### src/rtl/retire_pkg.sv
// Shared types for the retirement monitor: trace record, FSM states, widths.
// No logic of its own; latency n/a.
// Backpressure n/a; consumed by the FIFO and the monitor top.
package retire_pkg;

    localparam int XLEN   = 32;
    localparam int DROP_W = 16;

    // One retired instruction as seen by the trace writer.
    typedef struct packed {
        logic [XLEN-1:0] seq;
        logic [XLEN-1:0] pc;
        logic [XLEN-1:0] inst;
        logic            rdv;
        logic [4:0]      rd;
        logic [XLEN-1:0] data;
    } retire_rec_t;

    typedef enum logic [1:0] {
        RUN   = 2'd0,
        DRAIN = 2'd1,
        DONE  = 2'd2
    } mon_state_t;

    // Increment that sticks at all-ones instead of wrapping.
    function automatic logic [DROP_W-1:0] sat_inc(input logic [DROP_W-1:0] v);
        return (v == '1) ? v : v + DROP_W'(1);
    endfunction

endpackage

### src/rtl/retire_monitor_if.sv
// Retirement input bundle plus the outgoing trace record stream.
// Pure wiring; no latency.
// out_valid/out_ready handshake; the retire side has no backpressure.
interface retire_monitor_if;
    import retire_pkg::*;

    logic            ret_valid;
    logic [XLEN-1:0] ret_pc;
    logic [XLEN-1:0] ret_inst;
    logic            ret_rdv;
    logic [4:0]      ret_rd;
    logic [XLEN-1:0] ret_data;

    logic            out_valid;
    logic            out_ready;
    logic [XLEN-1:0] out_seq;
    logic [XLEN-1:0] out_pc;
    logic [XLEN-1:0] out_inst;
    logic [XLEN-1:0] out_data;
    logic            out_rdv;
    logic [4:0]      out_rd;

    // CPU/bench side: produces retirements, consumes records.
    modport master (
        output ret_valid, ret_pc, ret_inst, ret_rdv, ret_rd, ret_data,
        output out_ready,
        input  out_valid, out_seq, out_pc, out_inst, out_data, out_rdv, out_rd
    );

    // Monitor side.
    modport slave (
        input  ret_valid, ret_pc, ret_inst, ret_rdv, ret_rd, ret_data,
        input  out_ready,
        output out_valid, out_seq, out_pc, out_inst, out_data, out_rdv, out_rd
    );

endinterface

### src/rtl/retire_fifo.sv
// Generic synchronous FIFO with a registered head word.
// Push at edge N is at dout after edge N; pops give back-to-back words.
// Push while full is refused unless a pop happens on the same edge.
module retire_fifo #(
    parameter int  DEPTH = 8,
    parameter type rec_t = logic [7:0]
) (
    input  logic clk,
    input  logic reset,
    input  logic push,
    input  rec_t din,
    input  logic pop,
    output rec_t dout,
    output logic full,
    output logic empty
);

    localparam int           AW      = $clog2(DEPTH);
    localparam logic [AW:0]  PTR_ONE = (AW+1)'(1);

    rec_t          mem [DEPTH];
    rec_t          head_q;
    logic [AW:0]   wr_ptr;
    logic [AW:0]   rd_ptr;
    logic [AW:0]   rd_next;
    logic [AW-1:0] wr_idx;
    logic [AW-1:0] rd_next_idx;
    logic          do_push;
    logic          do_pop;

    // Extra pointer bit tells full from empty when the indices coincide.
    assign empty       = (wr_ptr == rd_ptr);
    assign full        = (wr_ptr[AW] != rd_ptr[AW]) && (wr_ptr[AW-1:0] == rd_ptr[AW-1:0]);
    assign do_pop      = pop && !empty;
    assign do_push     = push && (!full || do_pop);
    assign rd_next     = do_pop ? rd_ptr + PTR_ONE : rd_ptr;
    assign wr_idx      = wr_ptr[AW-1:0];
    assign rd_next_idx = rd_next[AW-1:0];
    assign dout        = head_q;

    // Storage, pointers and the head register, which takes the word written
    // this edge when it lands in the slot that becomes the head.
    always_ff @(posedge clk or negedge reset) begin
        if (!reset) begin
            wr_ptr <= '0;
            rd_ptr <= '0;
            head_q <= '0;
            for (int i = 0; i < DEPTH; i++) begin
                mem[i] <= '0;
            end
        end else begin
            if (do_push) begin
                mem[wr_idx] <= din;
                wr_ptr      <= wr_ptr + PTR_ONE;
            end
            rd_ptr <= rd_next;
            head_q <= (do_push && (rd_next_idx == wr_idx)) ? din : mem[rd_next_idx];
        end
    end

endmodule

### src/rtl/retire_monitor.sv
// Queues retired instructions as sequenced trace records; ends on pass/fail PC.
// Retirement to out_valid is one cycle; one record per cycle when drained.
// Stalled stream holds the record; full queue drops (counted, seq gaps).
// Optional RETIRE_MON_WATCHDOG_EN adds an idle-cycle timeout that fails the run.
module retire_monitor
    import retire_pkg::*;
#(
    parameter int DEPTH   = 8,
    parameter int TIMEOUT = 1024
) (
    input  logic              clk,
    input  logic              reset,
    retire_monitor_if.slave   rif,
    input  logic [XLEN-1:0]   pass_pc,
    input  logic [XLEN-1:0]   fail_pc,
    output logic              done,
    output logic              pass,
    output logic              overflow,
    output logic [DROP_W-1:0] drop_cnt
);

    mon_state_t      state_q;
    mon_state_t      state_d;
    logic            verdict_q;
    logic            verdict_d;
    logic [XLEN-1:0] seq_q;
    logic            overflow_q;
    logic [DROP_W-1:0] drop_q;

    retire_rec_t     rec_in;
    retire_rec_t     rec_out;
    logic            fifo_full;
    logic            fifo_empty;
    logic            pop;
    logic            run_vld;
    logic            drop;
    logic            fail_hit;
    logic            pass_hit;
    logic            timeout_hit;

    assign run_vld  = rif.ret_valid && (state_q == RUN);
    assign pop      = rif.out_valid && rif.out_ready;
    assign drop     = run_vld && fifo_full && !pop;
    assign fail_hit = run_vld && (rif.ret_pc == fail_pc);
    assign pass_hit = run_vld && (rif.ret_pc == pass_pc);

    // Writes to x0 are architecturally discarded, so never flag them.
    assign rec_in = '{
        seq:  seq_q,
        pc:   rif.ret_pc,
        inst: rif.ret_inst,
        rdv:  rif.ret_rdv && (rif.ret_rd != 5'd0),
        rd:   rif.ret_rd,
        data: rif.ret_data
    };

    retire_fifo #(
        .DEPTH (DEPTH),
        .rec_t (retire_rec_t)
    ) u_fifo (
        .clk   (clk),
        .reset (reset),
        .push  (run_vld),
        .din   (rec_in),
        .pop   (pop),
        .dout  (rec_out),
        .full  (fifo_full),
        .empty (fifo_empty)
    );

    assign rif.out_valid = !fifo_empty && (state_q != DONE);
    assign rif.out_seq   = rec_out.seq;
    assign rif.out_pc    = rec_out.pc;
    assign rif.out_inst  = rec_out.inst;
    assign rif.out_data  = rec_out.data;
    assign rif.out_rdv   = rec_out.rdv;
    assign rif.out_rd    = rec_out.rd;

    assign done     = (state_q == DONE);
    assign pass     = done && verdict_q;
    assign overflow = overflow_q;
    assign drop_cnt = drop_q;

`ifdef RETIRE_MON_WATCHDOG_EN
    logic [31:0] idle_q;

    // Idle counter runs only while the program is live; frozen afterwards.
    always_ff @(posedge clk or negedge reset) begin
        if (!reset) begin
            idle_q <= '0;
        end else if (state_q == RUN) begin
            idle_q <= rif.ret_valid ? 32'd0 : idle_q + 32'd1;
        end
    end

    assign timeout_hit = (state_q == RUN) && (idle_q >= 32'(TIMEOUT));
`else
    wire unused_timeout = (TIMEOUT != 0);
    assign timeout_hit = 1'b0;
`endif

    // Sequence numbering and drop accounting; dropped records still consume a seq.
    always_ff @(posedge clk or negedge reset) begin
        if (!reset) begin
            seq_q      <= '0;
            overflow_q <= 1'b0;
            drop_q     <= '0;
        end else begin
            if (run_vld) begin
                seq_q <= seq_q + XLEN'(1);
            end
            if (drop) begin
                overflow_q <= 1'b1;
                drop_q     <= sat_inc(drop_q);
            end
        end
    end

    // FSM state and verdict registers.
    always_ff @(posedge clk or negedge reset) begin
        if (!reset) begin
            state_q   <= RUN;
            verdict_q <= 1'b0;
        end else begin
            state_q   <= state_d;
            verdict_q <= verdict_d;
        end
    end

    // Next state: fail (or timeout) beats pass; drain fully before reporting.
    always_comb begin
        state_d   = state_q;
        verdict_d = verdict_q;
        case (state_q)
            RUN: begin
                if (fail_hit || timeout_hit) begin
                    state_d   = DRAIN;
                    verdict_d = 1'b0;
                end else if (pass_hit) begin
                    state_d   = DRAIN;
                    verdict_d = 1'b1;
                end
            end
            DRAIN: begin
                if (fifo_empty) begin
                    state_d = DONE;
                end
            end
            DONE: begin
                state_d = DONE;
            end
            default: begin
                state_d = RUN;
            end
        endcase
    end

endmodule
### src/flat_wrapper.sv
// flat-port wrapper written by rule: the top's interface ports become plain ports
module retire_monitor_flat import retire_pkg::*;
#(
    parameter int DEPTH   = 8,
    parameter int TIMEOUT = 1024
)
  (clk, reset, pass_pc, fail_pc, done, pass, overflow, drop_cnt, rif_ret_valid, rif_ret_pc, rif_ret_inst, rif_ret_rdv, rif_ret_rd, rif_ret_data, rif_out_ready, rif_out_valid, rif_out_seq, rif_out_pc, rif_out_inst, rif_out_data, rif_out_rdv, rif_out_rd);
  retire_monitor_if rif_i ();
  input  logic clk;
  input  logic reset;
  input  logic [XLEN-1:0] pass_pc;
  input  logic [XLEN-1:0] fail_pc;
  output logic done;
  output logic pass;
  output logic overflow;
  output logic [DROP_W-1:0] drop_cnt;
  input wire logic [$bits(rif_i.ret_valid)-1:0] rif_ret_valid;
  input wire logic [$bits(rif_i.ret_pc)-1:0] rif_ret_pc;
  input wire logic [$bits(rif_i.ret_inst)-1:0] rif_ret_inst;
  input wire logic [$bits(rif_i.ret_rdv)-1:0] rif_ret_rdv;
  input wire logic [$bits(rif_i.ret_rd)-1:0] rif_ret_rd;
  input wire logic [$bits(rif_i.ret_data)-1:0] rif_ret_data;
  input wire logic [$bits(rif_i.out_ready)-1:0] rif_out_ready;
  output wire logic [$bits(rif_i.out_valid)-1:0] rif_out_valid;
  output wire logic [$bits(rif_i.out_seq)-1:0] rif_out_seq;
  output wire logic [$bits(rif_i.out_pc)-1:0] rif_out_pc;
  output wire logic [$bits(rif_i.out_inst)-1:0] rif_out_inst;
  output wire logic [$bits(rif_i.out_data)-1:0] rif_out_data;
  output wire logic [$bits(rif_i.out_rdv)-1:0] rif_out_rdv;
  output wire logic [$bits(rif_i.out_rd)-1:0] rif_out_rd;
  assign rif_i.ret_valid = rif_ret_valid;
  assign rif_i.ret_pc = rif_ret_pc;
  assign rif_i.ret_inst = rif_ret_inst;
  assign rif_i.ret_rdv = rif_ret_rdv;
  assign rif_i.ret_rd = rif_ret_rd;
  assign rif_i.ret_data = rif_ret_data;
  assign rif_i.out_ready = rif_out_ready;
  assign rif_out_valid = rif_i.out_valid;
  assign rif_out_seq = rif_i.out_seq;
  assign rif_out_pc = rif_i.out_pc;
  assign rif_out_inst = rif_i.out_inst;
  assign rif_out_data = rif_i.out_data;
  assign rif_out_rdv = rif_i.out_rdv;
  assign rif_out_rd = rif_i.out_rd;
  retire_monitor #(.DEPTH(DEPTH), .TIMEOUT(TIMEOUT)) u_core (.clk(clk), .reset(reset), .rif(rif_i), .pass_pc(pass_pc), .fail_pc(fail_pc), .done(done), .pass(pass), .overflow(overflow), .drop_cnt(drop_cnt));
endmodule
### config.mk
export PLATFORM = sky130hd
export DESIGN_NAME = retire_monitor_flat
export DESIGN_NICKNAME = d
export VERILOG_FILES = /design/src/rtl/retire_pkg.sv /design/src/rtl/retire_monitor_if.sv /design/src/rtl/retire_fifo.sv /design/src/rtl/retire_monitor.sv /design/src/flat_wrapper.sv
export SDC_FILE = /design/constraint.sdc
export NUM_CORES = 2
export LEC_CHECK = 0
export ABC_AREA = 1
export BUFFER_PORTS_ARGS = -buffer_cell sky130_fd_sc_hd__buf_2
export CAP_MARGIN = 20
export CORE_MARGIN = 10
export CORE_UTILIZATION = 64
export CTS_BUF_LIST = sky130_fd_sc_hd__clkbuf_2 sky130_fd_sc_hd__clkbuf_4 sky130_fd_sc_hd__clkbuf_8
export DETAILED_ROUTE_END_ITERATION = 10
export PLACE_DENSITY = 0.83
export SYNTH_ARGS = -nofsm -noshare
export SYNTH_HDL_FRONTEND = slang
export SYNTH_SLANG_ARGS = --single-unit
### constraint.sdc
create_clock -name clk -period 2.62 [get_ports clk]
set_input_delay 0.262 -clock clk [delete_from_list [all_inputs] [get_ports clk]]
set_output_delay 0.262 -clock clk [all_outputs]
set_load 0.05 [all_outputs]
Word-level counts from Yosys, hierarchy flattened
Cells that the tools add are included. Widths: inputs -> output; s select.

Flip-flop bits (word level): 1266. Logic and storage cells: 122.

Reduce and logical (&&, ||, !) cells: 24. Magnitude comparators: 3. Add/subtract/negate cells: 4. Equal/unequal tests: 12. Mux-type cells: 14. Bitwise operators: 3.

Operators with widths (count): $bwmux 1072 (1); $mux 134 (4); $bmux 134 s3 (1); $demux 134 s3 (1); $eq 32x32->1 (2); $add 32x1->32 const B (1); $add 16x1->16 const B (1); $eq 16x16->1 const B (1); $logic_and 1x1->1 (14); $add 4x1->4 const B (2); $ge 4x4->1 const B (2); $not 3->4 (2); $eq 3x3->1 (2); $mux 2 (3); $pmux 2 s3 (1); $reduce_and 2->1 (3); $reduce_bool 5->1 (1); $eq 4x4->1 (1); $lt 4x1->1 const B (1); $logic_not 1->1 (3); $mux 3 (1); $ne 3x1->1 const B (1); $eq 2x1->1 const B (1); $eq 2x2->1 const B (1); other kinds (8) (9).

Longest topological paths before layout
Word-level depth: 11. Mapped depth: 16.

Modules after synthesis
From an unflattened synthesis, not the netlist that was laid out.

Cell total of the unflattened synthesis: 7836. Area, all modules: 61970.7 sq um.

By module, submodules not included: retire_fifo (instances 1, area an instance 58292.2 sq um, cells each 7334); retire_monitor (instances 1, area an instance 3678.5 sq um, cells each 502).

Least setup slack after synthesis
No wires, ideal clock.

Path kind: reg-to-reg. Start: register u_core.state_q[0]. End: register u_core.u_fifo.head_q, in the netlist u_core.u_fifo.dout[100]. Stages on the path, launching flop included: 11. Arrival time: 2.351 ns. Path slack: 0.152 ns. Data required time: 2.503 ns. Setup time: 0.117 ns. Path buffers: 2. Path through: dfrtp_1 > inv_1 > ha_1 > inv_1 > nand4_2 > xor2_2 > buf_2 > clkbuf_1 > nand3_1 > nand3_1 > nand2_1.

Longest elaborated chain between the ends: 10. Elaborated cells between the ends (all ways): 16.

RTL lines: start, declared (RTL line retire_monitor.sv:22) `mon_state_t state_q;`; start signal, assigned (RTL line retire_monitor.sv:125) `state_q <= state_d;`; $ne 2x2->1 (RTL line retire_monitor.sv:71) `assign rif.out_valid = !fifo_empty && (state_q != DONE);`; $logic_and 1x1->1 (RTL line retire_monitor.sv:71); $logic_and 1x1->1 (RTL line retire_monitor.sv:42) `assign pop = rif.out_valid && rif.out_ready;`; $logic_and 1x1->1 (RTL line retire_fifo.sv:34) `assign do_pop = pop && !empty;`; $mux 3 (RTL line retire_fifo.sv:36) `assign rd_next = do_pop ? rd_ptr + PTR_ONE : rd_ptr;`; $not 3->4 (not written as such) (RTL line retire_fifo.sv:57) `head_q <= (do_push && (rd_next_idx == wr_idx)) ? din : mem[rd_next_idx];`; $bmux 134 s3 (RTL line retire_fifo.sv:57); $mux 134 (not written as such) (2 in a row) (RTL line retire_fifo.sv:57); $mux 134 (*) (RTL line retire_fifo.sv:57); end signal, assigned (RTL line retire_fifo.sv:57); end, declared (RTL line retire_fifo.sv:22) `rec_t head_q;`.

Mark *: on every way between the ends. The rest lies on a longest branch, timed or not. The select of a mux whose other input is x is not followed. A chain may end at the register's enable or synchronous reset.

Worst setup path after layout
Start: register u_core.u_fifo.rd_ptr[0]. End: register u_core.u_fifo.head_q, in the netlist u_core.u_fifo.dout[80].

Longest elaborated chain between the ends: 11. Elaborated cells between the ends (all ways): 19.

RTL lines: start, declared (RTL line retire_fifo.sv:24) `logic [AW:0] rd_ptr;`; start signal, assigned (RTL line retire_fifo.sv:56) `rd_ptr <= rd_next;`; $eq 4x4->1 (RTL line retire_fifo.sv:32) `assign empty = (wr_ptr == rd_ptr);`; $logic_not 1->1 (RTL line retire_fifo.sv:34, retire_monitor.sv:71); $logic_and 1x1->1 (RTL line retire_monitor.sv:71); $logic_and 1x1->1 (RTL line retire_monitor.sv:42); $logic_and 1x1->1 (RTL line retire_fifo.sv:34); $mux 3 (RTL line retire_fifo.sv:36); $not 3->4 (not written as such) (RTL line retire_fifo.sv:57); $bmux 134 s3 (RTL line retire_fifo.sv:57); $mux 134 (not written as such) (2 in a row) (RTL line retire_fifo.sv:57); $mux 134 (*) (RTL line retire_fifo.sv:57).

Marked as above.

==> results.sh <==
export IMPL_cts_sinks=1266
export IMPL_fin_tns_setup_ns=0
export IMPL_place_area_um2=65460
export IMPL_gp_congestion=0.8964
export IMPL_port_buffer_count=323
export IMPL_start_util=0.6467
export IMPL_core_area_um2=93610
export IMPL_maxClockFrequency_ghz=0.3830
export IMPL_crit_fanout=36
export IMPL_gr_total_overflow=0
export IMPL_grt_start_max_net_pins=118
export IMPL_arrival_ns=3.43
export IMPL_worst_setup_path_type="register to register"
export IMPL_drive_gt1_frac=0.1301
export IMPL_whs_ns=0.1416
export IMPL_ys_warn_count=0
export IMPL_synth_simple_area_share=0.2774
export IMPL_power_leakage_nw=36.13
export IMPL_drc=0
export IMPL_p_total_mw=102.6
export IMPL_p_int_mw=56.21
export IMPL_pre_cts_ws_ns=-0.04727
export IMPL_crit_path_start_kind="register"
export IMPL_power_frac_clock=0.178
export IMPL_ant_nets=0
export IMPL_synth_top_family_by_area="simple AND/OR/NAND/NOR gates"
export IMPL_htree_levels=4
export IMPL_relSlewSlack=0.5503
export IMPL_critPathRequiredTime_ns=3.44
export IMPL_worstSetupEndpointType="register"
export IMPL_timing_final_crit_share=0.9965
export IMPL_netlist_instances=7488
export IMPL_layout_common_cells="nand2_1 (1855), dfrtp_1 (1265), nand3_1 (1221)"
export IMPL_nets=8050
export IMPL_dp_cells=8779
export IMPL_syn_area_per_cell_um2=8.085
export IMPL_utilization=0.7677
export IMPL_dieArea_um2=107300
export IMPL_avgViaCountPerCell=6.065
export IMPL_cts_buffer_depth=3
export IMPL_powerDensity_nw_per_um2=1427
export IMPL_ys_seq_area_frac=0.5233
export IMPL_cts_tree="built"
export IMPL_max_cap_violations=0
export IMPL_synth_ff_latch_count=1266
export IMPL_hold_viol_final=0
export IMPL_numCtsBuffers=201
export IMPL_layout_commonest_cell="nand2_1"
export IMPL_clk_latency_ns=0.91
export IMPL_worst_slack_ns=0.009140
export IMPL_fillers=6135
export IMPL_wl_per_cell_um=20.03
export IMPL_synth_compound_area_frac=0.09249
export IMPL_die_w_um=327.6
export IMPL_area_delta_synth_final_pct=18.70
export IMPL_dr_pass1_iters=8
export IMPL_finClkSkew_ns=0.04494
export IMPL_synth_cell_types=36
export IMPL_synthesis_nets=7666
export IMPL_routed_via_count=56360
export IMPL_switching_share=0.4519
export IMPL_grt_antenna_before_repair=6
export IMPL_synthMuxAreaShare=0
export IMPL_fin_area_um2=71860
export IMPL_power_frac_comb=0.510
export IMPL_vdd_ir_drop_worst_v=0.001169
export IMPL_synth_fa_ha_area_frac=0.001653
export IMPL_ctsRootBufferMaster="clkbuf_8"
export IMPL_hold_path_class="primary input to register"
export IMPL_dr_first_iter_drc_count=8236
export IMPL_rows=112
export IMPL_fin_cells=9292
export IMPL_min_period_ns=2.611
export IMPL_ios=324
export IMPL_synth_xor_xnor_area_share=0.01112
export IMPL_totalWireLength_um=186100
export IMPL_grt_pass1_wl_um=290000
export IMPL_clk_pin_slew_ns=0.06
export IMPL_die_y_um=327.6
export IMPL_dpl_hpwl_um=105600
export IMPL_syn_cell_area_um2=60540
export IMPL_seq_power_share=0.312
export IMPL_grt_usage=0.3298
export IMPL_grt_pass1_vias=55020
export IMPL_switchingPower_mw=46.35
export IMPL_setup_viol_count_final=0
export IMPL_finalMaxSlewViolations=0
export IMPL_worst_slew_pin_slew_ns=0.6701
export IMPL_run_status="finished clean"
-- final cells by class --
type / instances / area, um2 / area share
Sequential cell: 1266 / 31680 / 0.4409
Multi-Input combinational cell: 4803 / 23380 / 0.3254
Timing Repair Buffer: 737 / 7507 / 0.1045
Clock buffer: 339 / 4215 / 0.05866
Inverter: 863 / 3256 / 0.04530
Tap cell: 1254 / 1569 / 0.02183
Clock inverter: 26 / 241.5 / 0.003360
Antenna cell: 4 / 10.01 / 0.0001393
-- worst max-delay path, cell delays in order, from the launching register on --
cell and delay, ns:
dfrtp_1 0.41, inv_2 0.07, nand2_1 0.09, nand2_2 0.12, nor2_4 0.17, nand2_2 0.12
nand3_4 0.20, nand2_1 0.13, o21ai_4 0.11, buf_4 0.29, buf_12 0.27, nand3_1 0.14
nand3_1 0.12, nand3_1 0.18, nand2_1 0.11
-- power by group through the flow --
stage	Combinational, mW	Clock (mW)	Sequential (mW)
final	52.3	18.3	32.0
after global routing	56.8	19.3	32.7
after CTS	49.5	18.4	31.7
after detailed placement	48.7	0	31.8
after global placement	47.3	0	31.5
after floorplan	28.8	0	34.7
-- cells in the mapped netlist (all sizes together) --
cell type	instances	area share
a22oi	1	0.00012
nor2	49	0.0031
buf	307	0.025
a21oi	5	0.00041
dfrtp	1266	0.52
nand2	1864	0.12
nand4	28	0.0037
inv	861	0.054
o22ai	8	0.00083
nor4	4	0.00041
and2	1	0.00010
nor3	24	0.0020
xor2	65	0.0095
xnor2	11	0.0016
nand3	1226	0.10
ha	8	0.0017
clkbuf	249	0.015
clkinv	2	0.00012
or2	4	0.00041
a21boi	1	0.00012
a211oi	1	0.00012
o21ai	1096	0.091
nand3b	406	0.050
a211o	1	0.00014
-- timing repair --
| action | in CTS | in global routing |
|---|---|---|
| setup endpoints to repair | 24 | 927 |
| pin swaps | 1 | 4 |
| gates cloned | 0 | 16 |
| hold buffers | 109 | 0 |
| setup buffers | 1 | 18 |
| hold endpoints to repair | 1907 | 0 |
| gates resized for setup | 12 | 51 |
-- flip-flops by register name, indices dropped and copies added (netlist names) --
name / cells
u_core.seq_q: 32
u_core.drop_cnt: 16
u_core.u_fifo.mem: 1072
u_core.state_q: 2
u_core.overflow: 1
u_core.u_fifo.rd_ptr: 4
u_core.verdict_q: 1
u_core.u_fifo.wr_ptr: 4
u_core.u_fifo.dout: 134
-- worst paths after layout --
path	startpoint	depth (start not counted)	end	slack (ns)
hold reg to reg	u_core.u_fifo.mem[877]	2	u_core.u_fifo.mem[877]	0.48
min in group asynchronous	reset	3	u_core.u_fifo.dout[29]	0.20
setup / recovery	u_core.u_fifo.rd_ptr[0]	14	u_core.u_fifo.dout[80]	0.009
setup reg to reg	u_core.u_fifo.rd_ptr[0]	14	u_core.u_fifo.dout[80]	0.009
max in group asynchronous	reset	4	u_core.u_fifo.mem[1039]	1.75
hold / removal	fail_pc[15]	8	u_core.verdict_q	0.14
-- metal layers --
| metal | vias up | share of wire | GRT usage |
|---|---|---|---|
| met3 | 625 | 0.11 | 0.07037 |
| li1 | 24990 | - | - |
| met5 | - | 0.000070 | 0 |
| met4 | 2 | 0.043 | 0.1570 |
| met2 | 3733 | 0.47 | 0.5259 |
| met1 | 27010 | 0.38 | 0.4287 |
-- cell families after synthesis --
group                    Yosys count
AO/OA/AOI/OAI                   1113
XOR/XNOR                          76
adder cells (fa/ha/maj)            8
buffers and inverters           1419
flip-flops                      1266
AND/OR/NAND/NOR                 3606
(Power assumes the default switching activity.)
